$ cat src/rtl/target_reset_monitor_pkg.sv
`default_nettype none
// ============================================================================
//  Module      : target_reset_monitor_pkg
//  Description : Shared definitions for the target reset monitor: register
//                command codes, FSM state encoding and a byte-lane read
//                helper used by the register read mux.
//  Revision    : 1.0  initial release
// ============================================================================
package target_reset_monitor_pkg;

    // Register bus command codes
    localparam logic [7:0] TARGET_RESET_MON_CTRL   = 8'h70;
    localparam logic [7:0] TARGET_RESET_MON_FILTER = 8'h71;
    localparam logic [7:0] TARGET_RESET_MON_STATUS = 8'h72;
    localparam logic [7:0] TARGET_RESET_MON_COUNT  = 8'h73;
    localparam logic [7:0] TARGET_RESET_MON_WIDTH  = 8'h74;

    // MON_CTRL bit positions
    localparam int c_CTRL_ARM   = 0;
    localparam int c_CTRL_POL   = 1;
    localparam int c_CTRL_AUTO  = 2;
    localparam int c_CTRL_CLEAR = 3;

    typedef enum logic [1:0] {
        ST_IDLE     = 2'd0,
        ST_ARMED    = 2'd1,
        ST_ASSERTED = 2'd2
    } mon_state_t;

    // Returns byte 'idx' of 'value' (LSB = byte 0), or 0 when idx is at or
    // beyond the register's byte count. nbytes never exceeds 8.
    function automatic logic [7:0] byte_sel(input logic [63:0]   value,
                                            input logic [15:0]   idx,
                                            input int unsigned   nbytes);
        logic [63:0] v_shift;
        byte_sel = 8'h00;
        v_shift  = value >> {idx[2:0], 3'b000};
        if (32'(idx) < nbytes) begin
            byte_sel = v_shift[7:0];
        end
    endfunction

endpackage
`default_nettype wire

$ cat src/rtl/target_reset_monitor_sync_glitch_filter.sv
`default_nettype none
// ============================================================================
//  Module      : target_reset_monitor_sync_glitch_filter
//  Description : Synchroniser plus programmable glitch filter for an
//                asynchronous target input pin. The synchronised value is
//                optionally inverted so that 1 always means "active". The
//                filtered level changes only after i_filter_len+1 consecutive
//                cycles of disagreement; one-cycle rise/fall strobes follow
//                each change of the filtered level by one cycle.
//  Revision    : 1.0  initial release
//
//  Ports:
//    clk          in   sole clock
//    rst_n        in   asynchronous active-low reset
//    i_pin        in   raw asynchronous pin
//    i_invert     in   1 = pin is active-low
//    i_filter_len in   filter length (0 = one cycle)
//    i_cnt_clr    in   clears the disagreement counter
//    o_level      out  filtered level, 1 = active
//    o_rise       out  one-cycle strobe after filtered level went 0->1
//    o_fall       out  one-cycle strobe after filtered level went 1->0
// ============================================================================
module target_reset_monitor_sync_glitch_filter #(
    parameter int SYNC_STAGES = 2,
    parameter int LEN_BITS    = 8
) (
    input  logic                clk,
    input  logic                rst_n,
    input  logic                i_pin,
    input  logic                i_invert,
    input  logic [LEN_BITS-1:0] i_filter_len,
    input  logic                i_cnt_clr,
    output logic                o_level,
    output logic                o_rise,
    output logic                o_fall
);

    logic [SYNC_STAGES-1:0] r_sync;
    logic [LEN_BITS-1:0]    r_cnt;
    logic                   r_level;
    logic                   r_level_d;
    logic                   r_rise;
    logic                   r_fall;
    logic                   w_sample;
    logic                   w_differ;

    assign w_sample = r_sync[SYNC_STAGES-1] ^ i_invert;
    assign w_differ = (w_sample != r_level);

    always_ff @(posedge clk or negedge rst_n) begin
        if (!rst_n) begin
            r_sync <= '0;
        end else begin
            r_sync <= {r_sync[SYNC_STAGES-2:0], i_pin};
        end
    end

    // The counter counts disagreeing cycles already seen; when it has reached
    // the programmed length, the current disagreeing cycle is the
    // (len+1)-th one and the level flips. '>=' guards against a length
    // lowered below an in-progress count.
    always_ff @(posedge clk or negedge rst_n) begin
        if (!rst_n) begin
            r_cnt   <= '0;
            r_level <= 1'b0;
        end else if (i_cnt_clr) begin
            r_cnt   <= '0;
        end else if (w_differ) begin
            if (r_cnt >= i_filter_len) begin
                r_cnt   <= '0;
                r_level <= ~r_level;
            end else begin
                r_cnt   <= r_cnt + LEN_BITS'(1);
            end
        end else begin
            r_cnt <= '0;
        end
    end

    always_ff @(posedge clk or negedge rst_n) begin
        if (!rst_n) begin
            r_level_d <= 1'b0;
            r_rise    <= 1'b0;
            r_fall    <= 1'b0;
        end else begin
            r_level_d <= r_level;
            r_rise    <= r_level & ~r_level_d;
            r_fall    <= ~r_level & r_level_d;
        end
    end

    assign o_level = r_level;
    assign o_rise  = r_rise;
    assign o_fall  = r_fall;

endmodule
`default_nettype wire

$ cat src/rtl/target_reset_monitor.sv
`default_nettype none
// ============================================================================
//  Module      : target_reset_monitor
//  Description : Watches the reset line returned by the target. The pin is
//                synchronised and glitch-filtered; while armed, each
//                qualified assertion produces a one-cycle reset_event, bumps
//                a saturating event counter and has its width measured in
//                clk_usb cycles. Controlled over the serial register bus.
//  Revision    : 1.0  initial release
//
//  Ports:
//    clk_usb          in   sole clock
//    reset_n          in   asynchronous active-low reset
//    reg_cmd[7:0]     in   command selector
//    reg_bytecount    in   byte index within register, 0 = LSB
//    reg_data_in[7:0] in   write data
//    reg_data_out     out  read data (combinational, 0 when not reading)
//    reg_read         in   read strobe
//    reg_write        in   write strobe
//    target_reset_in  in   raw asynchronous reset pin from the target
//    reset_event      out  one-cycle pulse on qualified assertion while armed
// ============================================================================
module target_reset_monitor
    import target_reset_monitor_pkg::*;
#(
    parameter int         SYNC_STAGES    = 2,
    parameter int         COUNT_BITS     = 16,
    parameter int         WIDTH_BITS     = 32,
    parameter logic [7:0] FILTER_DEFAULT = 8'd4
) (
    input  logic        clk_usb,
    input  logic        reset_n,
    input  logic [7:0]  reg_cmd,
    input  logic [15:0] reg_bytecount,
    input  logic [7:0]  reg_data_in,
    output logic [7:0]  reg_data_out,
    input  logic        reg_read,
    input  logic        reg_write,
    input  logic        target_reset_in,
    output logic        reset_event
);

    localparam int unsigned c_COUNT_BYTES = (COUNT_BITS + 7) / 8;
    localparam int unsigned c_WIDTH_BYTES = (WIDTH_BITS + 7) / 8;

    // Control / configuration registers
    logic                  r_arm;
    logic                  r_pol;
    logic                  r_auto;
    logic [7:0]            r_filter_len;

    // Measurement state
    mon_state_t            r_state;
    logic [COUNT_BITS-1:0] r_count;
    logic [WIDTH_BITS-1:0] r_width_cnt;
    logic [WIDTH_BITS-1:0] r_width_lat;
    logic                  r_done;
    logic                  r_ovf;
    logic                  r_event;

    // Decode and FSM outputs
    logic                  w_wr0;
    logic                  w_ctrl_wr;
    logic                  w_filter_wr;
    logic                  w_clear;
    logic                  w_level;
    logic                  w_rise;
    logic                  w_fall;
    mon_state_t            w_state_nxt;
    logic                  w_arm_nxt;
    logic                  w_fire;
    logic                  w_latch;
    logic                  w_width_run;
    logic                  w_count_sat;
    logic                  w_width_sat;
    logic [7:0]            w_ctrl_rd;
    logic [7:0]            w_status_rd;

    // ------------------------------------------------------------------
    // Register write decode (only byte 0 of writable registers exists)
    // ------------------------------------------------------------------
    assign w_wr0       = reg_write && (reg_bytecount == 16'd0);
    assign w_ctrl_wr   = w_wr0 && (reg_cmd == TARGET_RESET_MON_CTRL);
    assign w_filter_wr = w_wr0 && (reg_cmd == TARGET_RESET_MON_FILTER);
    assign w_clear     = w_ctrl_wr && reg_data_in[c_CTRL_CLEAR];

    // ------------------------------------------------------------------
    // Pin conditioning; polarity 0 means the pin is active-low
    // ------------------------------------------------------------------
    target_reset_monitor_sync_glitch_filter #(
        .SYNC_STAGES (SYNC_STAGES),
        .LEN_BITS    (8)
    ) u_filter (
        .clk          (clk_usb),
        .rst_n        (reset_n),
        .i_pin        (target_reset_in),
        .i_invert     (~r_pol),
        .i_filter_len (r_filter_len),
        .i_cnt_clr    (w_filter_wr),
        .o_level      (w_level),
        .o_rise       (w_rise),
        .o_fall       (w_fall)
    );

    // ------------------------------------------------------------------
    // FSM next state. Arming from IDLE while the line is already asserted
    // lands in ARMED, which only reacts to a rise strobe, so a pre-existing
    // assertion must deassert before it can be reported.
    // ------------------------------------------------------------------
    always_comb begin
        w_state_nxt = r_state;
        w_arm_nxt   = r_arm;
        w_fire      = 1'b0;
        w_latch     = 1'b0;
        case (r_state)
            ST_IDLE: begin
            end
            ST_ARMED: begin
                if (w_rise) begin
                    w_fire      = 1'b1;
                    w_state_nxt = ST_ASSERTED;
                end
            end
            ST_ASSERTED: begin
                if (w_fall) begin
                    w_latch = 1'b1;
                    if (r_auto) begin
                        w_state_nxt = ST_ARMED;
                    end else begin
                        w_state_nxt = ST_IDLE;
                        w_arm_nxt   = 1'b0;
                    end
                end
            end
            default: begin
                w_state_nxt = ST_IDLE;
            end
        endcase

        // Software arm control overrides the autonomous transitions. A
        // disarm discards any event or width being produced this cycle.
        if (w_ctrl_wr) begin
            w_arm_nxt = reg_data_in[c_CTRL_ARM];
            if (!reg_data_in[c_CTRL_ARM]) begin
                w_state_nxt = ST_IDLE;
                w_fire      = 1'b0;
                w_latch     = 1'b0;
            end else if (w_state_nxt == ST_IDLE) begin
                w_state_nxt = ST_ARMED;
            end
        end
    end

    assign w_width_run = (r_state == ST_ASSERTED) && (w_state_nxt == ST_ASSERTED);
    assign w_count_sat = &r_count;
    assign w_width_sat = &r_width_cnt;

    always_ff @(posedge clk_usb or negedge reset_n) begin
        if (!reset_n) begin
            r_state <= ST_IDLE;
            r_arm   <= 1'b0;
            r_event <= 1'b0;
        end else begin
            r_state <= w_state_nxt;
            r_arm   <= w_arm_nxt;
            r_event <= w_fire;
        end
    end

    always_ff @(posedge clk_usb or negedge reset_n) begin
        if (!reset_n) begin
            r_pol        <= 1'b0;
            r_auto       <= 1'b0;
            r_filter_len <= FILTER_DEFAULT;
        end else begin
            if (w_ctrl_wr) begin
                r_pol  <= reg_data_in[c_CTRL_POL];
                r_auto <= reg_data_in[c_CTRL_AUTO];
            end
            if (w_filter_wr) begin
                r_filter_len <= reg_data_in;
            end
        end
    end

    // ------------------------------------------------------------------
    // Counters and latched results; clear takes priority over any
    // same-cycle increment or latch.
    // ------------------------------------------------------------------
    always_ff @(posedge clk_usb or negedge reset_n) begin
        if (!reset_n) begin
            r_count <= '0;
        end else if (w_clear) begin
            r_count <= '0;
        end else if (w_fire && !w_count_sat) begin
            r_count <= r_count + COUNT_BITS'(1);
        end
    end

    always_ff @(posedge clk_usb or negedge reset_n) begin
        if (!reset_n) begin
            r_width_cnt <= '0;
        end else if (w_fire) begin
            r_width_cnt <= WIDTH_BITS'(1);
        end else if (w_width_run && !w_width_sat) begin
            r_width_cnt <= r_width_cnt + WIDTH_BITS'(1);
        end
    end

    always_ff @(posedge clk_usb or negedge reset_n) begin
        if (!reset_n) begin
            r_width_lat <= '0;
            r_done      <= 1'b0;
            r_ovf       <= 1'b0;
        end else if (w_clear) begin
            r_width_lat <= '0;
            r_done      <= 1'b0;
            r_ovf       <= 1'b0;
        end else begin
            if (w_latch) begin
                r_width_lat <= r_width_cnt;
                r_done      <= 1'b1;
            end
            if (w_width_run && w_width_sat) begin
                r_ovf <= 1'b1;
            end
        end
    end

    assign reset_event = r_event;

    // ------------------------------------------------------------------
    // Register read mux (side-effect free)
    // ------------------------------------------------------------------
    assign w_ctrl_rd   = {5'b0, r_auto, r_pol, r_arm};
    assign w_status_rd = {2'b0, w_count_sat, r_ovf, r_done,
                          (r_state == ST_ASSERTED), r_arm, w_level};

    always_comb begin
        reg_data_out = 8'h00;
        if (reg_read) begin
            case (reg_cmd)
                TARGET_RESET_MON_CTRL:
                    reg_data_out = byte_sel(64'(w_ctrl_rd), reg_bytecount, 1);
                TARGET_RESET_MON_FILTER:
                    reg_data_out = byte_sel(64'(r_filter_len), reg_bytecount, 1);
                TARGET_RESET_MON_STATUS:
                    reg_data_out = byte_sel(64'(w_status_rd), reg_bytecount, 1);
                TARGET_RESET_MON_COUNT:
                    reg_data_out = byte_sel(64'(r_count), reg_bytecount, c_COUNT_BYTES);
                TARGET_RESET_MON_WIDTH:
                    reg_data_out = byte_sel(64'(r_width_lat), reg_bytecount, c_WIDTH_BYTES);
                default:
                    reg_data_out = 8'h00;
            endcase
        end
    end

endmodule
`default_nettype wire

$ cat config.mk
export PLATFORM = sky130hd
export DESIGN_NAME = target_reset_monitor
export DESIGN_NICKNAME = d
export VERILOG_FILES = /design/src/rtl/target_reset_monitor_pkg.sv /design/src/rtl/target_reset_monitor_sync_glitch_filter.sv /design/src/rtl/target_reset_monitor.sv
export SDC_FILE = /design/constraint.sdc
export NUM_CORES = 1
export LEC_CHECK = 0
export ABC_AREA = 1
export CELL_PAD_IN_SITES_DETAIL_PLACEMENT = 1
export CELL_PAD_IN_SITES_GLOBAL_PLACEMENT = 1
export CORE_MARGIN = 2
export CORE_UTILIZATION = 44
export DETAILED_ROUTE_END_ITERATION = 8
export HOLD_SLACK_MARGIN = 0.06
export PLACE_DENSITY = 0.87
export SLEW_MARGIN = 25
export SYNTH_ARGS = -nofsm -noshare
export SYNTH_HDL_FRONTEND = slang
export SYNTH_HIERARCHICAL = 1
export SYNTH_SLANG_ARGS = --single-unit
$ cat constraint.sdc
create_clock -name clk_usb -period 2.98 [get_ports clk_usb]
set_input_delay 0.745 -clock clk_usb [delete_from_list [all_inputs] [get_ports clk_usb]]
set_output_delay 0.745 -clock clk_usb [all_outputs]
set_load 0.1 [all_outputs]
==> After elaboration in Yosys (flattened, before gate mapping) <==
Index checks and enable logic that the tools add are counted.
{ "word_totals": {"register_bits": 110, "in_bits": 37} }
{ "op_classes": {"addsub": 3, "order_cmp": 4, "eq_ne": 10, "n_shift": 5, "muxes": 39, "n_bitwise": 7, "reduce_logical": 23} }
{ "ops": {"columns": ["cell", "n"], "rows": [
  ["32-bit two-way mux", 4],
  ["8-bit two-way mux", 9],
  ["8-bit by 7-bit equality test with 1-bit output (second input constant)", 5],
  ["8-bit case mux with 5 select lines", 1],
  ["32-bit by 1-bit adder with 32-bit output (second input constant)", 1],
  ["16-bit two-way mux", 2],
  ["32-bit AND reduction", 1],
  ["32-bit by 6-bit right shift with 8-bit output", 1],
  ["1-bit two-way mux", 17],
  ["16-bit by 1-bit adder with 16-bit output (second input constant)", 1],
  ["16-bit zero test", 1],
  ["16-bit by 1-bit < comparator with 1-bit output (second input constant)", 1],
  ["16-bit by 2-bit < comparator with 1-bit output (second input constant)", 1],
  ["16-bit by 3-bit < comparator with 1-bit output (second input constant)", 1],
  ["16-bit AND reduction", 1],
  ["16-bit by 6-bit right shift with 8-bit output", 1],
  ["2-bit nonzero test", 6],
  ["2-bit two-way mux", 5],
  ["8-bit by 1-bit adder with 8-bit output (second input constant)", 1],
  ["8-bit >= comparator", 1],
  ["1-bit logical AND", 8],
  ["3-bit by 6-bit right shift with 8-bit output", 1],
  ["6-bit by 6-bit right shift with 8-bit output", 1],
  ["8-bit by 6-bit right shift with 8-bit output", 1],
  ["other kinds (11)", 19]
]} }

==> Logic depth before layout (Yosys ltp) <==
{ "logic_depth": {"word_depth": 12, "depth_mapped": 13, "ltp_nobuf": 12} }

==> Modules after synthesis <==
Netlist, hierarchy kept.
{ "by_module_without_submodules": {"columns": ["mod", "instances", "cells_each", "area_per_inst_um2", "seq_area_each_um2"], "rows": [
  ["target_reset_monitor", 1, 899, 6043.3, 2403.6],
  ["target_reset_monitor_sync_glitch_filter", 1, 93, 875.8, 350.3]
]} }

==> Worst setup path after synthesis <==
OpenSTA, ideal clock, no wires.
{ "synth_path": {"path_type": "input-to-output", "startpoint": "input reg_bytecount[14]", "endpoint": "output reg_data_out[0]", "t_arrival_ps": 3263, "t_required_ps": 2235, "slack_ps": -1028, "cell_stages": 9, "cell_sequence": "nor2_1 -> nand2_1 -> nor2_2 -> nand2_1 -> nor2_1 -> and2_1 -> clkbuf_1 -> nand2_1 -> a21oi_1"} }
{ "synth_between": {"elab_chain_len": 4, "word_cells_on_any_way": 10, "cone_classes": "3 x order compare; 7 x mux"} }
{ "synth_lines": {"columns": ["element", "line", "source"], "rows": [
  ["start, declared", "target_reset_monitor.sv:34", "input logic [15:0] reg_bytecount,"],
  ["16-bit by 3-bit < comparator with 1-bit output, or another cell as far along", "target_reset_monitor_pkg.sv:38", "if (32'(idx) < nbytes) begin"],
  ["8-bit two-way mux", "target_reset_monitor_pkg.sv:38", null],
  ["8-bit case mux with 5 select lines (*)", "target_reset_monitor.sv:242", "case (reg_cmd)"],
  ["8-bit two-way mux (*)", "target_reset_monitor.sv:241", "if (reg_read) begin"],
  ["end, declared", "target_reset_monitor.sv:36", "output logic [7:0] reg_data_out,"]
]} }
Mark *: on every way between the ends. The rest lies on a longest branch, timed or not.

==> Final worst setup path <==
{ "layout_path": {"startpoint": "input reg_cmd[0]", "endpoint": "output reg_data_out[7]"} }
{ "layout_between": {"elab_chain_len": 3, "word_cells_on_any_way": 7, "cone_classes": "5 x eq/ne; 2 x mux"} }
{ "layout_lines": {"columns": ["element", "line", "source"], "rows": [
  ["start, declared", "target_reset_monitor.sv:33", "input logic [7:0] reg_cmd,"],
  ["8-bit by 7-bit equality test with 1-bit output", "target_reset_monitor.sv:242", null],
  ["8-bit case mux with 5 select lines (*)", "target_reset_monitor.sv:242", null],
  ["8-bit two-way mux (*)", "target_reset_monitor.sv:241", null]
]} }
Marked as above.

==> metrics.txt <==
initial antenna violation count 0; ys flop type dfrtp_1; Worst-Margin Slew 0.7912 ns; area leader, netlist dfrtp_1; Hold Crit Class in -> async; input/output buffers 45; adder-cell share of the synthesized area 1.989%; CTS sink cnt 110; DRT antenna net count 0; Bufs and invs on worst path 6; worst r2r path cells 9; syn_nets 1040; DRT Wirelength 28610 µm; worst-path cell chain dlygate4sd2_1 -> buf_4 -> inv_1 -> nor2_1 -> nand2_2 -> nor2_4 -> buf_6 -> nand2_1 -> nand3_2 -> nand2_2 -> clkinvlp_4 -> buf_12; DR WL/cell 21.96 µm; Max stage delay on crit path 0.27 ns; Clock H-tree levels 3; library cells used by synthesis 40; ant diodes 0; pwr dens 352.6 mW/mm²; sequential power share 49.8%; simple logic cell fraction of the synthesized area 40.45%; initial DRC count 617; HPWL after DPL 16800 µm; Core Util, Final 57.87%; share of async-settable or async-resettable flops after synthesis 100.0%; CTS Hold Bufs 0; vias in the first global route 7651; DRC 0; Avg Inst Size Synth 6.975 µm²; Slew HR 47.20%; Arrival @ worst endpoint 2.49 ns; CP required 2.24 ns; Total GRT Usage 31.20%; leak pwr 0.004167 µW; Bufs on Longest Clock Path 2; Crit. End Element primary output; vias 7488; Worst path depth 12; EDFF count, synth 0; Worst Clk Skew 0.01313 ns; Die Width 129.4 µm; Core Area 0.01526 mm²; Final Cycle Share 108.7%; #FFs+latches synth 110; Final setup viols 8; hold slack 0.3100 ns; mux cell area share after synthesis 0%; yosys warns 6; highest-delay cell along the critical path dlygate4sd2_1; combinational family with the most area after synthesis simple AND/OR/NAND/NOR gates; Syn Inst Count 992; Vias/cell 5.747; FILL cells 1913; # nets final 1135; clock power share 42.0%; RSZ-0062 raised after global routing yes; max-cap viol count 0; critical path class in -> out; Logic pwr share 8.2%; pin count of the biggest net entering global routing 44; outcome finished, violations left; P_sw 833.7 µW; Worst-path clk slew 0.08 ns; CP most frequent cell nand2_2; final hold vios 0; fin cells 1303; Max Slew Vio Count 0; Tmin final 3.239 ns; placed insts 1263; final setup margin -0.2588 ns; CTS tree built; Post-Syn Area 0.006919 mm²; Layout area overhead 27.61%; Routability Congestion 0.9072; P_int 2280 µW; Net Sw Frac 26.77%; row cnt 45; post-synthesis compound-gate area fraction 4.973%; crit path max fanout 4; Detailed Routing Iterations Pass 1 5; DIE AREA 0.01674 mm²; layout cell share with drive strength beyond 1 19.87%; most instantiated cells after synthesis nand2_1, nor2_1, dfrtp_1, nand3_1, inv_1; Seq/Total Area, Yosys 39.80%; Synth area leaders dfrtp_1, nand2_1, nand3_1, nor2_1, inv_1; cell family with most CP delay simple AND/OR/NAND/NOR gates; first-pass GRT wire length 40210 µm; later-pin clock latency in the skew report 0.38 ns; most frequent cell after synthesis nand2_1; failing checks setup timing; CTS buffer count 9; Initial Utilization 45.35%; Peak Freq 0.3088 GHz; Post-Synth XOR/XNOR Area 4.937%; Die Y-Extent 129.4 µm; gr ovfl total 0; Worst VDD drop 0.2849 mV; Root Buffer clkbuf_16; I/O pins 46; CP Launch Type input pin; post-synth top area share 39.42%
==> power by group through the flow <==
stage,Sequential (µW),Combinational [µW],Clock (µW)
final,1550,257,1310
after global routing,1550,272,1370
after CTS,1550,232,1320
after detailed placement,1580,230,0
after global placement,1580,219,0
after floorplan,1570,96.7,0
==> worst register-to-register path: cells and delay by family, from the launching register on <==
family	cells	cell delay [ns]
adder cells (fa/ha/maj)	1	0.26
buffers and inverters	1	0.15
flip-flops	1	0.42
AND/OR/NAND/NOR	7	1.46
==> state kept, by name, summed over array words and instances (netlist names) <==
| register | cells |
|---|---|
| r_arm | 1 |
| r_auto | 1 |
| r_count | 16 |
| r_done | 1 |
| r_filter_len | 8 |
| r_ovf | 1 |
| r_pol | 1 |
| r_state | 2 |
| r_width_cnt | 32 |
| r_width_lat | 32 |
| reset_event | 1 |
| u_filter/o_fall | 1 |
| u_filter/o_level | 1 |
| u_filter/o_rise | 1 |
| u_filter/r_cnt | 8 |
| u_filter/r_level_d | 1 |
| u_filter/r_sync | 2 |
==> path summary, 6_finish.rpt <==
| kind | start | to | slack [ns] |
|---|---|---|---|
| setup reg to reg | r_count[0]$_DFFE_PN0P_ | r_count[11]$_DFFE_PN0P_ | 0.62 |
| max in group asynchronous | reset_n | r_filter_len[2]$_DFFE_PN1P_ | 2.03 |
| hold reg to reg | u_filter/r_sync[0]$_DFF_PN0_ | u_filter/r_sync[1]$_DFF_PN0_ | 0.36 |
| min in group clk_usb | u_filter/r_sync[0]$_DFF_PN0_ | u_filter/r_sync[1]$_DFF_PN0_ | 0.36 |
| setup / recovery | reg_cmd[0] | reg_data_out[7] | -0.26 |
| hold / removal | reset_n | r_count[8]$_DFFE_PN0P_ | 0.31 |
==> metrics by stage <==
stage	setup TNS [ns]	total power, µW	area (µm²)	setup WS [ns]
after floorplan	-0.04983	1663	7005	-0.02628
after global placement	-6.923	1796	8045	-0.3532
after detailed placement	-7.032	1806	8048	-0.4703
after CTS	-0.02330	3097	8553	-0.01960
after global routing	-2.246	3195	8830	-0.3255
final	-1.560	3114	8830	-0.2588
==> timing repair <==
action,4_1_cts,5_1_grt
resized for setup,93,64
gates cloned,1,5
endpoints found under the hold margin,0,0
pin swaps,37,33
setup endpoints to repair,8,58
setup buffers,14,6
==> routing by layer <==
| layer | share of wire [%] | global-route usage, % | wire, µm | vias up |
|---|---|---|---|---|
| met5 | 0 | 0 | 0 | - |
| met4 | 5.2 | 14.96 | 1492 | 0 |
| met3 | 6.1 | 6.028 | 1743 | 119 |
| met2 | 50 | 55.63 | 14330 | 365 |
| met1 | 39 | 35.94 | 11050 | 3674 |
| li1 | - | - | - | 3330 |
==> cell usage in the layout, fill, tap and decap left out, drive strengths merged, types with 2 or more instances in the layout <==
| cell type | netlist | layout |
|---|---|---|
| clkinv | 0 | 3 |
| a21oi | 5 | 5 |
| clkdlybuf4s15 | 0 | 9 |
| nand4 | 15 | 15 |
| nor3 | 21 | 21 |
| a21boi | 2 | 2 |
| nand3 | 110 | 110 |
| dfrtp | 109 | 109 |
| dlygate4sd2 | 0 | 4 |
| buf | 22 | 85 |
| nand3b | 6 | 6 |
| xnor2 | 11 | 11 |
| o22ai | 8 | 8 |
| nor2 | 139 | 139 |
| o21ai | 45 | 45 |
| clkdlybuf4s50 | 0 | 11 |
| ha | 11 | 11 |
| nand2 | 341 | 341 |
| xor2 | 28 | 28 |
| inv | 99 | 99 |
| clkbuf | 11 | 16 |
| clkinvlp | 0 | 4 |
==> area by class of cell <==
type,count,area [µm²],area share [%]
clock buffer,10,229.0,2.593
clock inverter,6,78.83,0.8927
inverter,99,395.4,4.478
multi-input combinational,750,3958,44.82
sequential,110,2754,31.19
tap,211,264.0,2.990
timing repair buffer,115,1135,12.85
timing repair inverter,2,16.27,0.1842
==> cells by family (layout without fill, tap and decap cells) <==
family | Yosys count | in the layout
AOI/OAI and AO/OA | 64 | 64
xor gates and xnor gates | 39 | 39
adders and majority gates | 11 | 11
buffers and inverters | 132 | 232
DFF | 110 | 110
and+or+nand+nor | 636 | 636
Note: power is estimated with default switching activity, not from simulation.
